$ cat config.mk
export PLATFORM = sky130hd
export DESIGN_NAME = pdm_audio_out
export DESIGN_NICKNAME = d
export VERILOG_FILES = /design/src/rtl/pdm_audio_out.sv
export SDC_FILE = /design/constraint.sdc
export NUM_CORES = 1
export LEC_CHECK = 0
export ABC_AREA = 1
export BUFFER_PORTS_ARGS = -buffer_cell sky130_fd_sc_hd__buf_2
export CAP_MARGIN = 5
export CORE_MARGIN = 2
export CORE_UTILIZATION = 50
export DETAILED_ROUTE_END_ITERATION = 10
export MAX_ROUTING_LAYER = met4
export PLACE_DENSITY = 0.68
export RECOVER_POWER = 25
export SLEW_MARGIN = 20
export SYNTH_ARGS = -nofsm -noshare
export SYNTH_HDL_FRONTEND = slang
export SYNTH_SLANG_ARGS = --single-unit
$ cat constraint.sdc
create_clock -name clk -period 2.25 [get_ports clk]
set_input_delay 0.1125 -clock clk [delete_from_list [all_inputs] [get_ports clk]]
set_output_delay 0.1125 -clock clk [all_outputs]
set_load 0.03 [all_outputs]
$ cat src/rtl/pdm_audio_out.sv
`default_nettype none
// ============================================================================
//  Module   : pdm_audio_out
//  Purpose  : Accepts signed PCM samples on a valid/ready handshake, holds one
//             sample in a single-entry buffer and plays it as a 1-bit PDM
//             stream through a first-order sigma-delta modulator. The bit rate
//             is an enable derived from clk (CLK_DIV clk cycles per PDM bit),
//             with OSR PDM bits per PCM sample.
//  Options  : define PDM_DITHER_EN to add 16-bit LFSR dither on the LSB of the
//             modulator input.
//  Revision : 1.0 - initial release
// ============================================================================
module pdm_audio_out #(
  parameter int SAMPLE_W = 16,
  parameter int CLK_DIV  = 50,
  parameter int OSR      = 64
) (
  input  logic                clk,
  input  logic                reset,         // asynchronous, active low
  input  logic                enable,
  input  logic [SAMPLE_W-1:0] s_data,
  input  logic                s_valid,
  output logic                s_ready,
  output logic                mclk,
  output logic                ampPWM,
  output logic                ampSD,
  output logic                sample_tick,
  output logic                underrun,
  input  logic                underrun_clr,
  output logic                busy
);

  localparam int DIV_W = $clog2(CLK_DIV);
  localparam int BIT_W = $clog2(OSR);

  localparam logic [DIV_W-1:0]    DIV_LAST  = DIV_W'(CLK_DIV - 1);
  localparam logic [DIV_W-1:0]    DIV_HALF  = DIV_W'(CLK_DIV / 2);
  localparam logic [BIT_W-1:0]    BIT_LAST  = BIT_W'(OSR - 1);
  localparam logic [SAMPLE_W-1:0] SIGN_FLIP = {1'b1, {(SAMPLE_W-1){1'b0}}};

  localparam logic [0:0] ST_IDLE = 1'b0;
  localparam logic [0:0] ST_RUN  = 1'b1;

  logic [0:0]          state;
  logic [0:0]          state_next;
  logic [DIV_W-1:0]    div_cnt;
  logic [BIT_W-1:0]    bit_cnt;
  logic [SAMPLE_W-1:0] hold;
  logic                hold_valid;
  logic                hold_valid_next;
  logic [SAMPLE_W-1:0] cur;
  logic [SAMPLE_W-1:0] acc;
  logic                pwm;

  logic                running;
  logic                tick;
  logic                boundary;
  logic                start;
  logic                load_hold;
  logic                starve;
  logic                accept;
  logic [SAMPLE_W-1:0] pcm_u;
  logic [SAMPLE_W-1:0] mod_in;
  logic [SAMPLE_W:0]   acc_sum;

  // Sequencing events shared by the FSM and the datapath
  assign running   = (state == ST_RUN);
  assign tick      = running && (div_cnt == DIV_LAST);
  assign boundary  = tick && (bit_cnt == BIT_LAST);
  assign start     = (state == ST_IDLE) && enable && hold_valid;
  assign load_hold = start || (boundary && enable && hold_valid);
  assign starve    = boundary && enable && !hold_valid;
  assign accept    = s_valid && s_ready;

  // Consumption and acceptance can never coincide: accept needs an empty buffer
  assign hold_valid_next = load_hold ? 1'b0 : (accept ? 1'b1 : hold_valid);

  // Offset-binary view of the current sample feeds the modulator
  assign pcm_u = cur ^ SIGN_FLIP;

`ifdef PDM_DITHER_EN
  logic [15:0] lfsr;

  // Fibonacci LFSR x^16+x^14+x^13+x^11+1, advanced once per PDM bit
  always_ff @(posedge clk or negedge reset) begin
    if (!reset) begin
      lfsr <= 16'hACE1;
    end else if (tick) begin
      lfsr <= {lfsr[0] ^ lfsr[2] ^ lfsr[3] ^ lfsr[5], lfsr[15:1]};
    end
  end

  assign mod_in = {pcm_u[SAMPLE_W-1:1], pcm_u[0] ^ lfsr[0]};
`else
  assign mod_in = pcm_u;
`endif

  assign acc_sum = {1'b0, acc} + {1'b0, mod_in};

  // FSM state register
  always_ff @(posedge clk or negedge reset) begin
    if (!reset) begin
      state <= ST_IDLE;
    end else begin
      state <= state_next;
    end
  end

  // FSM next state: start on a buffered sample, stop only at a sample boundary
  always_comb begin
    state_next = state;
    case (state)
      ST_IDLE: if (start) state_next = ST_RUN;
      ST_RUN:  if (boundary && !enable) state_next = ST_IDLE;
      default: state_next = ST_IDLE;
    endcase
  end

  // FSM outputs: amplifier gating, busy flag and bit clock
  always_comb begin
    ampSD  = running;
    busy   = running;
    mclk   = running && (div_cnt < DIV_HALF);
    ampPWM = running && pwm;
  end

  // Bit-clock divider and bit-within-sample counter, both parked at 0 in IDLE
  always_ff @(posedge clk or negedge reset) begin
    if (!reset) begin
      div_cnt <= '0;
      bit_cnt <= '0;
    end else if (!running) begin
      div_cnt <= '0;
      bit_cnt <= '0;
    end else begin
      div_cnt <= (div_cnt == DIV_LAST) ? '0 : div_cnt + DIV_W'(1);
      if (tick) begin
        bit_cnt <= (bit_cnt == BIT_LAST) ? '0 : bit_cnt + BIT_W'(1);
      end
    end
  end

  // One-entry holding buffer between the sample source and the modulator
  always_ff @(posedge clk or negedge reset) begin
    if (!reset) begin
      hold       <= '0;
      hold_valid <= 1'b0;
    end else begin
      hold_valid <= hold_valid_next;
      if (accept) begin
        hold <= s_data;
      end
    end
  end

  // Modulator: accumulator persists across samples within a run for continuous shaping
  always_ff @(posedge clk or negedge reset) begin
    if (!reset) begin
      cur <= '0;
      acc <= '0;
      pwm <= 1'b0;
    end else begin
      if (load_hold) begin
        cur <= hold;
      end else if (starve) begin
        cur <= '0;                    // midscale when the source falls behind
      end
      if (start) begin
        acc <= '0;
        pwm <= 1'b0;
      end else if (tick) begin
        acc <= acc_sum[SAMPLE_W-1:0];
        pwm <= acc_sum[SAMPLE_W];
      end
    end
  end

  // Status: ready mirrors the next buffer state so a full buffer is never re-accepted
  always_ff @(posedge clk or negedge reset) begin
    if (!reset) begin
      s_ready     <= 1'b0;
      sample_tick <= 1'b0;
      underrun    <= 1'b0;
    end else begin
      s_ready     <= !hold_valid_next;
      sample_tick <= load_hold;
      if (starve) begin
        underrun <= 1'b1;
      end else if (underrun_clr) begin
        underrun <= 1'b0;
      end
    end
  end

endmodule
`default_nettype wire
==> results.cfg, run 1 <==
[global_routing]
met2_usage_pct = 32.9
grt.met1_usage_pct = 31.4
grt_max_degree = 43
busiest_layer = met2
grtUsageTotal_pct = 22.4
antenna_found_initial = 0
grt_pass1_vias = 2802
grt_pass1_wl_mm = 13.2
use_met3_pct = 4.16
grt_overflow = 0

[critical_path]
critical_path_arrival_ns = 2.15
cp.required_ns = 2.54
path_class = reg2reg
crit_cells = 12
cp_top_family = simple AND/OR/NAND/NOR gates
crit_fanout = 18
crit_path_start_kind = flip-flop
slowest_delay_ns = 0.40
critPathBufInv = 3
crit_top_cell = nand2_1
worstRegToRegCells = 12
crit_slowest_cell = dfrtp_1
crit_chain = inv_1, ha_1, nand3_2, nor2_4, nand2_4, inv_6, nand2_1, nand2_1, nand2_2, inv_4, nand2_1, nand2_1
end_kind = flip-flop

[placed_design]
place_hpwl_mm = 5.36
gp_congestion = 0.919
portBuffers = 27

[outcome]
violations = max-capacitance violations, max-slew violations
status = complete, but fails checks

[cells_and_area]
drive_above_1_share_pct = 16.3
final_common_cell = nand2_1
antenna_cells = 0
area_growth_pct = 16.1
nFillCells = 647
layout_common_cells = nand2_1 (143), dfrtp_1 (66), inv_1 (51)
nets = 528

[timing]
rsz0062_at_grt = no
finalCritPeriodShare_pct = 83.0
tns_ns = 0
fin_skew_ns = 0.00631
slew-limit-headroom_pct = -1.12
fin_crit_ns = 1.87
tightestPinTransition_ns = 1.52
finalHoldViolCount = 0
setup_viol = 0
clock.fmax_ghz = 0.535
slew_violations = 25
whs_ns = 0.00696

[yosys]
syn_area_per_cell_um2 = 8.31
synthFlopType = dfrtp_1
synth-async-reset-ratio_pct = 100
postSynthNetCount = 480
synth_area_um2 = 3640
synth_cell_type_count = 34
synth-edff-count = 0
ys_ff_latch = 66
synth_cells = 438
yosysWarnings = 0
yosysSeqAreaShare_pct = 45.4

[pwr]
pwr-share-clk_pct = 45.4
p_sw_share_pct = 22.0
p_per_area_nw_per_um2 = 542
p_int_uw = 1790
p_leak_uw = 0.00230
p_comb_share_pct = 2.9
p_total_uw = 2290
switchingPower_uw = 503
power_frac_seq_pct = 51.7
ir_drop_mv = 0.515

[clock_tree]
cts_tree = yes
clk_latency_ns = 0.35
h-tree-depth = 3
clock-root-buffer = clkbuf_8
cts.path.max_buffers = 2
clock_sinks = 66
path_clk_slew_ns = 0.08
cts_made_buffers = 9

[floorplan]
pin_count = 28
core.rowCount = 31
fp.dieH_um = 89.3
dieArea_um2 = 7980
initial_core_util_pct = 51.0
die_x_um = 89.3
core_um2 = 7140

[routing]
dr_total_vias = 2925
first_iter_violations = 166
routed_wl_mm = 7.64
viasPerCell = 4.96
first_pass_iters = 4
antenna_left = 0
route.detailed.drc = 0
wl_per_cell_um = 12.9

[flow_run]
drv_cap = 1

[worst_hold_path]
min_path_type = in2reg
whs_path_depth = 2
-- synth_stat cells, types with 4 or more instances --
cell	number	area [µm²]
inv_1	51	191
nand3_1	38	190
nand2_2	10	62.6
dfrtp_1	66	1650
nor2_1	23	86.3
o21ai_0	9	45.0
ha_1	20	250
nand2_1	143	537
mux2_2	16	180
or2_2	4	25.0
a21oi_1	15	75.1
-- cell type report --
| type | instances | area, µm² | share of cell area (%) |
|---|---|---|---|
| clock buffer | 12 | 155 | 3.67 |
| inverter | 56 | 218 | 5.15 |
| clock inverter | 4 | 50.0 | 1.18 |
| multi-input combinational | 309 | 1720 | 40.7 |
| sequential | 66 | 1650 | 39.1 |
| timing repair buffer | 44 | 308 | 7.28 |
| tap | 99 | 124 | 2.93 |
-- power groups by stage --
stage	Clock (µW)	Combinational, µW	Sequential (µW)
3_3_place_gp	0	47.1	1210
2_1_floorplan	0	1.68	1210
6_report	1040	66.1	1190
5_1_grt	1110	75.7	1180
4_1_cts	1060	68.0	1190
3_5_place_dp	0	47.9	1210
-- path summary, 6_finish.rpt --
kind	slack, ns	from	end
setup reg to reg	0.38	div_cnt[1]	cur[15]
min in group asynchronous	0.67	reset	bit_cnt[0]
hold reg to reg	0.48	hold[4]	cur[4]
setup / recovery	0.38	div_cnt[1]	cur[15]
hold / removal	0.007	s_data[0]	hold[0]
max in group asynchronous	0.68	reset	hold[9]
-- registers in the layout, summed over array words and instances (netlist names) --
name,count
ampSD,1
sample_tick,1
s_ready,1
bit_cnt,6
hold_valid,1
pwm,1
hold,16
acc,16
underrun,1
div_cnt,6
cur,16
-- per-stage QoR --
stage / cells / instance area (µm²) / setup slack [ns] / utilization (%)
floorplan: 438 / 3640 / 0.552 / -
global placement: 559 / 3880 / 0.451 / 54.3
detailed placement: 559 / 3880 / 0.398 / 54.3
CTS: 590 / 4230 / 0.370 / 59.3
global route: 590 / 4230 / 0.209 / 59.2
finish: 590 / 4230 / 0.382 / 59.2
-- what timing repair did --
item / 4_1_cts / 5_1_grt
hold buffers: 15 / 0
endpoints found under the hold margin: 38 / 0
resized for setup: 0 / 0
buffers inserted: 0 / 0
-- logic make-up after synthesis --
| group | Yosys count | synth area share [%] |
|---|---|---|
| buffers and inverters | 63 | 7.35 |
| AO/OA/AOI/OAI | 35 | 5.81 |
| AND/OR/NAND/NOR | 232 | 27.9 |
| multiplexers | 16 | 4.95 |
| adder cells (fa/ha/maj) | 21 | 7.42 |
| flip-flops | 66 | 45.4 |
| XOR/XNOR | 5 | 1.20 |
-- layer usage --
metal	vias up	share of wire, %	routed length, µm
met5	-	0	0
met4	0	1.4	110
met3	9	3.3	250
met2	54	46	3500
met1	1367	49	3770
li1	1495	-	-
Note: power is estimated with default switching activity, not from simulation.
==> run 2: changes to the inputs <==
clock period = 1.8 ns   (was 2.25 ns; I/O delays follow)
==> results.cfg, run 2 (synthesized netlist as in run 1, its figures left out) <==
[floorplan]
core_um2 = 7140
initial_core_util_pct = 51.0
pin_count = 28
fp.dieH_um = 89.3
dieArea_um2 = 7980
core.rowCount = 31
die_x_um = 89.3

[cells_and_area]
regArea_um2 = 1650
layout_common_cells = nand2_1 (141), dfrtp_1 (66), inv_1 (51)
nets = 535
antenna_cells = 0
nFillCells = 649
final_common_cell = nand2_1
drive_above_1_share_pct = 19.5
multi_input_area_um2 = 1760
top_regs = acc: 16 flops, cur: 16 flops, hold: 16 flops
area_growth_pct = 18.2

[pwr]
ir_drop_mv = 0.508
p_total_uw = 2700
p_per_area_nw_per_um2 = 627
p_leak_uw = 0.00233

[routing]
dr_total_vias = 2947
first_iter_violations = 211
route.detailed.drc = 0
wl_per_cell_um = 12.7
first_pass_iters = 4
antenna_left = 0
routed_wl_mm = 7.59
viasPerCell = 4.94

[critical_path]
end_kind = flip-flop
cp.required_ns = 2.04
crit_chain = ha_1, nand2_1, inv_1, a21oi_1, nand2_1, nand2_1, nand3_1, nand3_1, nand2_1
slowest_delay_ns = 0.42
crit_path_start_kind = flip-flop
crit_fanout = 5
crit_slowest_cell = dfrtp_1
critical_path_arrival_ns = 1.91
path_class = reg2reg
crit_top_cell = nand2_1

[timing]
slew-limit-headroom_pct = 25.8
finalCritPeriodShare_pct = 92.7
tightestPinTransition_ns = 1.11
fin_crit_ns = 1.67
rsz0062_at_grt = no
clock.fmax_ghz = 0.599
whs_ns = 0.0256
fin_skew_ns = 0.0142
finalHoldViolCount = 0
tns_ns = 0
setup_viol = 0
slew_violations = 0

[global_routing]
grt_overflow = 0
grt_pass1_wl_mm = 12.8
grt_pass1_vias = 2766
antenna_found_initial = 0
grt_max_degree = 50
grtUsageTotal_pct = 21.7

[clock_tree]
cts.path.max_buffers = 2
clock_sinks = 66
cts_tree = yes
h-tree-depth = 3
clk_latency_ns = 0.35
path_clk_slew_ns = 0.08
clock-root-buffer = clkbuf_8
cts_made_buffers = 9

[placed_design]
portBuffers = 27
place_hpwl_mm = 5.35
gp_congestion = 0.918

[worst_hold_path]
min_path_type = in2reg

[outcome]
status = completed

[flow_run]
drv_cap = 0
-- run 2: path summary, 6_finish.rpt --
| check | slack [ns] | cells after the start | end | from |
|---|---|---|---|---|
| hold / removal | 0.03 | 3 | ampSD | enable |
| max in group asynchronous | 0.34 | 3 | cur[15] | reset |
| min in group asynchronous | 0.48 | 2 | acc[8] | reset |
| hold reg to reg | 0.47 | 2 | cur[5] | hold[5] |
| setup / recovery | 0.13 | 9 | acc[15] | cur[5] |
| setup reg to reg | 0.13 | 9 | acc[15] | cur[5] |
-- run 2: area by class of cell --
class / count / area share (%)
clock inverters: 7 / 1.19
flip-flops and latches: 66 / 38.4
multi-input cells: 309 / 40.8
inverters: 56 / 5.17
well taps: 99 / 2.88
clock buffers: 9 / 2.88
repair buffers: 51 / 8.72
-- run 2: metrics by stage --
step                      cell area [µm²]  worst slack, ns  instances  utilization, %
after floorplan                      3640            0.124        438               -
after global placement               3920           0.0601        563            54.9
after detailed placement             3920           0.0125        563            54.9
after CTS                            4280          0.00913        597            59.9
after global routing                 4300         0.000558        597            60.3
final                                4300            0.131        597            60.3
-- run 2: routing by layer --
metal,up-vias,track usage [%],share of wire [%]
li1,1516,-,-
met1,1357,30.6,49
met3,9,4.06,5.0
met4,0,6.92,1.3
met2,65,31.6,45
met5,-,-,0
-- run 2: worst max-delay path, delay by kind of cell, from the launching register on --
kind	cells	cell delay, ns
AND/OR/NAND/NOR	6	0.57
flip-flops	1	0.42
adder cells (fa/ha/maj)	1	0.37
AO/OA/AOI/OAI	1	0.14
buffers and inverters	1	0.06
-- run 2: timing repair --
action | in CTS | in global routing
resized for setup | 0 | 12
hold buffers | 18 | 0
setup endpoints to repair | 0 | 17
endpoints found under the hold margin | 34 | 0
buffers inserted | 0 | 0
-- run 2: report_power, final --
part                switching, µW  total, µW  internal (µW)  leakage, µW
Clock                         622       1130            508    0.0000864
Combinational                42.0       85.3           43.2      0.00141
Sequential     0.0000000000000241       1480           1480     0.000831
Total                         664       2700           2030      0.00233
==> run 3: changes to the inputs <==
ABC_AREA = not set   (was 1)
PLACE_DENSITY = 0.69   (was 0.68)
TNS_END_PERCENT = 20   (was not set)
==> results.cfg, run 3 <==
[outcome]
status = complete, but fails checks
violations = design-rule violations, negative setup slack

[critical_path]
cp.required_ns = 2.04
crit_path_start_kind = flip-flop
r2r_end = acc[14]
end_kind = flip-flop
path_class = reg2reg
critical_path_arrival_ns = 2.51
r2r_start = cur[0]
r2r_slack_ns = -0.47
worstRegToRegCells = 8
crit_fanout = 3
crit_chain = ha_2, fa_2, a21o_1, a221o_2, a2111oi_4, nor2_1, xnor2_1, o21ai_1
slowest_delay_ns = 0.40
crit_slowest_cell = dfrtp_1
crit_start = cur[0]

[worst_hold_path]
min_path_type = in2reg
min-delay-start = enable
holdPathEnd = ampSD
whs_path_depth = 3

[cells_and_area]
top_regs = acc: 16 flops, cur: 16 flops, hold: 16 flops
nets = 444
area_growth_pct = 32.3
nFillCells = 479
multi_input_area_um2 = 1740
drive_above_1_share_pct = 33.5
final_common_cell = dfrtp_1
final_cells = 483
antenna_cells = 0
layout_common_cells = dfrtp_1 (66), buf_4 (44), buf_2 (27)
fin_util_pct = 68.9
regArea_um2 = 1650

[timing]
finalHoldViolCount = 0
finalCritPeriodShare_pct = 126
clock.fmax_ghz = 0.440
slew_violations = 0
tightestPinTransition_ns = 0.886
fin_crit_ns = 2.27
setup_viol = 9
fin_skew_ns = 0.00553
setup_ws_ns = -0.470
rsz0062_at_grt = yes
slew-limit-headroom_pct = 41.0

[global_routing]
grt_max_degree = 67
grt_pass1_wl_mm = 12.6
grt_overflow = 0
antenna_found_initial = 0
grtUsageTotal_pct = 22.6
grt_pass1_vias = 2672

[floorplan]
initial_core_util_pct = 52.1
core_um2 = 6420
dieArea_um2 = 7360
fp.dieH_um = 85.8
pin_count = 28
die_x_um = 85.8
core.rowCount = 29

[clock_tree]
clock-root-buffer = clkbuf_8
clk_latency_ns = 0.35
path_clk_slew_ns = 0.07
cts_made_buffers = 9
cts_tree = yes
h-tree-depth = 3
cts.path.max_buffers = 2
clock_sinks = 66

[yosys]
synth-async-reset-ratio_pct = 100
yosysWarnings = 0
synth_cells = 311
synth_area_um2 = 3350
synth_top_cell_by_area = dfrtp_1
synth_area_leaders = dfrtp_1 (49%), ha_1 (7.5%), mux2_2 (5.4%)
synth_cell_type_count = 46
ys_ff_latch = 66
synth-edff-count = 0
syn_area_per_cell_um2 = 10.8
post-synth-top-count-cell = dfrtp_1
synthTopCellsByCount = dfrtp_1 (66), nand3_1 (21), o21ai_0 (21), ha_1 (20), a21oi_1 (17)
synth_top_area_share_pct = 49.4
yosysSeqAreaShare_pct = 49.4
synthFlopType = dfrtp_1
postSynthNetCount = 353

[routing]
dr_total_vias = 2646
wl_per_cell_um = 14.8
first_pass_iters = 8
antenna_left = 0
route.detailed.drc = 1
viasPerCell = 5.48
first_iter_violations = 161
routed_wl_mm = 7.16

[placed_design]
portBuffers = 27
place_ws_ns = -0.424
place_hpwl_mm = 4.69
placedCellCount = 447
gp_congestion = 0.882

[pwr]
p_per_area_nw_per_um2 = 1460
p_sw_share_pct = 34.8
p_int_uw = 4210
power_frac_seq_pct = 36.4
ir_drop_mv = 0.760
p_leak_uw = 0.00207
switchingPower_uw = 2250
p_total_uw = 6450
pwr-share-clk_pct = 18.7
p_comb_share_pct = 45.0

[flow_run]
drv_cap = 0
[run 3: per-stage QoR]
stage | setup TNS [ns] | cell area, µm² | hold WS, ns
3_5_place_dp | -2.43 | 3890 | 0.136
3_3_place_gp | -1.94 | 3890 | 0.134
6_report | -2.17 | 4430 | 0.0102
5_1_grt | -3.32 | 4430 | 0.0486
4_1_cts | -2.03 | 4300 | 0.00501
2_1_floorplan | -1.06 | 3350 | -0.206
[run 3: layout make-up]
cell class	count	area share, %
multi-input cells	219	39.4
flip-flops and latches	66	37.3
repair buffers	94	16.0
clock buffers	12	3.28
well taps	77	2.18
inverters	12	1.02
clock inverters	3	0.904
[run 3: worst max-delay path by stage]
stage          slack (ns)  cells past startpoint       to
2_1_floorplan       -0.32                      8  acc[14]
3_3_place_gp        -0.36                      8  acc[14]
3_5_place_dp        -0.42                      8  acc[14]
4_1_cts             -0.42                      8  acc[14]
5_1_grt             -0.59                      8  acc[14]
6_report            -0.47                      8  acc[14]
[run 3: critical path, delay by kind of cell, from the launching register on]
family | cells | cell delay, ns
AOI/OAI and AO/OA | 4 | 0.95
adders and majority gates | 2 | 0.55
DFF | 1 | 0.40
xor gates and xnor gates | 1 | 0.15
and+or+nand+nor | 1 | 0.11
[run 3: logic make-up after synthesis]
family,count (synthesis),synth area share (%)
compound gates,85,17.1
xor+xnor,19,4.97
fa+ha+maj,21,8.08
buf+inv,26,3.33
flops,66,49.4
mux,16,5.39
simple gates,78,11.8
[run 3: timing repair]
| action | in CTS | in global routing |
|---|---|---|
| endpoints found under the setup margin | 12 | 30 |
| hold buffers | 18 | 0 |
| gates resized for setup | 10 | 27 |
| buffers inserted | 2 | 1 |
| hold endpoints to repair | 83 | 0 |
| pin swaps | 7 | 10 |
[run 3: per-layer routing]
layer | global-route usage [%] | vias up | part of all wire [%]
met5 | - | - | 0
met4 | 9.52 | 0 | 1.4
met3 | 6.06 | 16 | 3.4
met2 | 34.2 | 39 | 48
met1 | 29.1 | 1281 | 47
li1 | - | 1310 | -
[run 3: power by group through the flow]
stage               logic [µW]  clock network, µW  registers [µW]
floorplan                 1670                  0            2290
global placement          2470                  0            2320
detailed placement        2560                  0            2340
CTS                       2700               1230            2330
global route              3230               1300            2410
finish                    2900               1200            2350
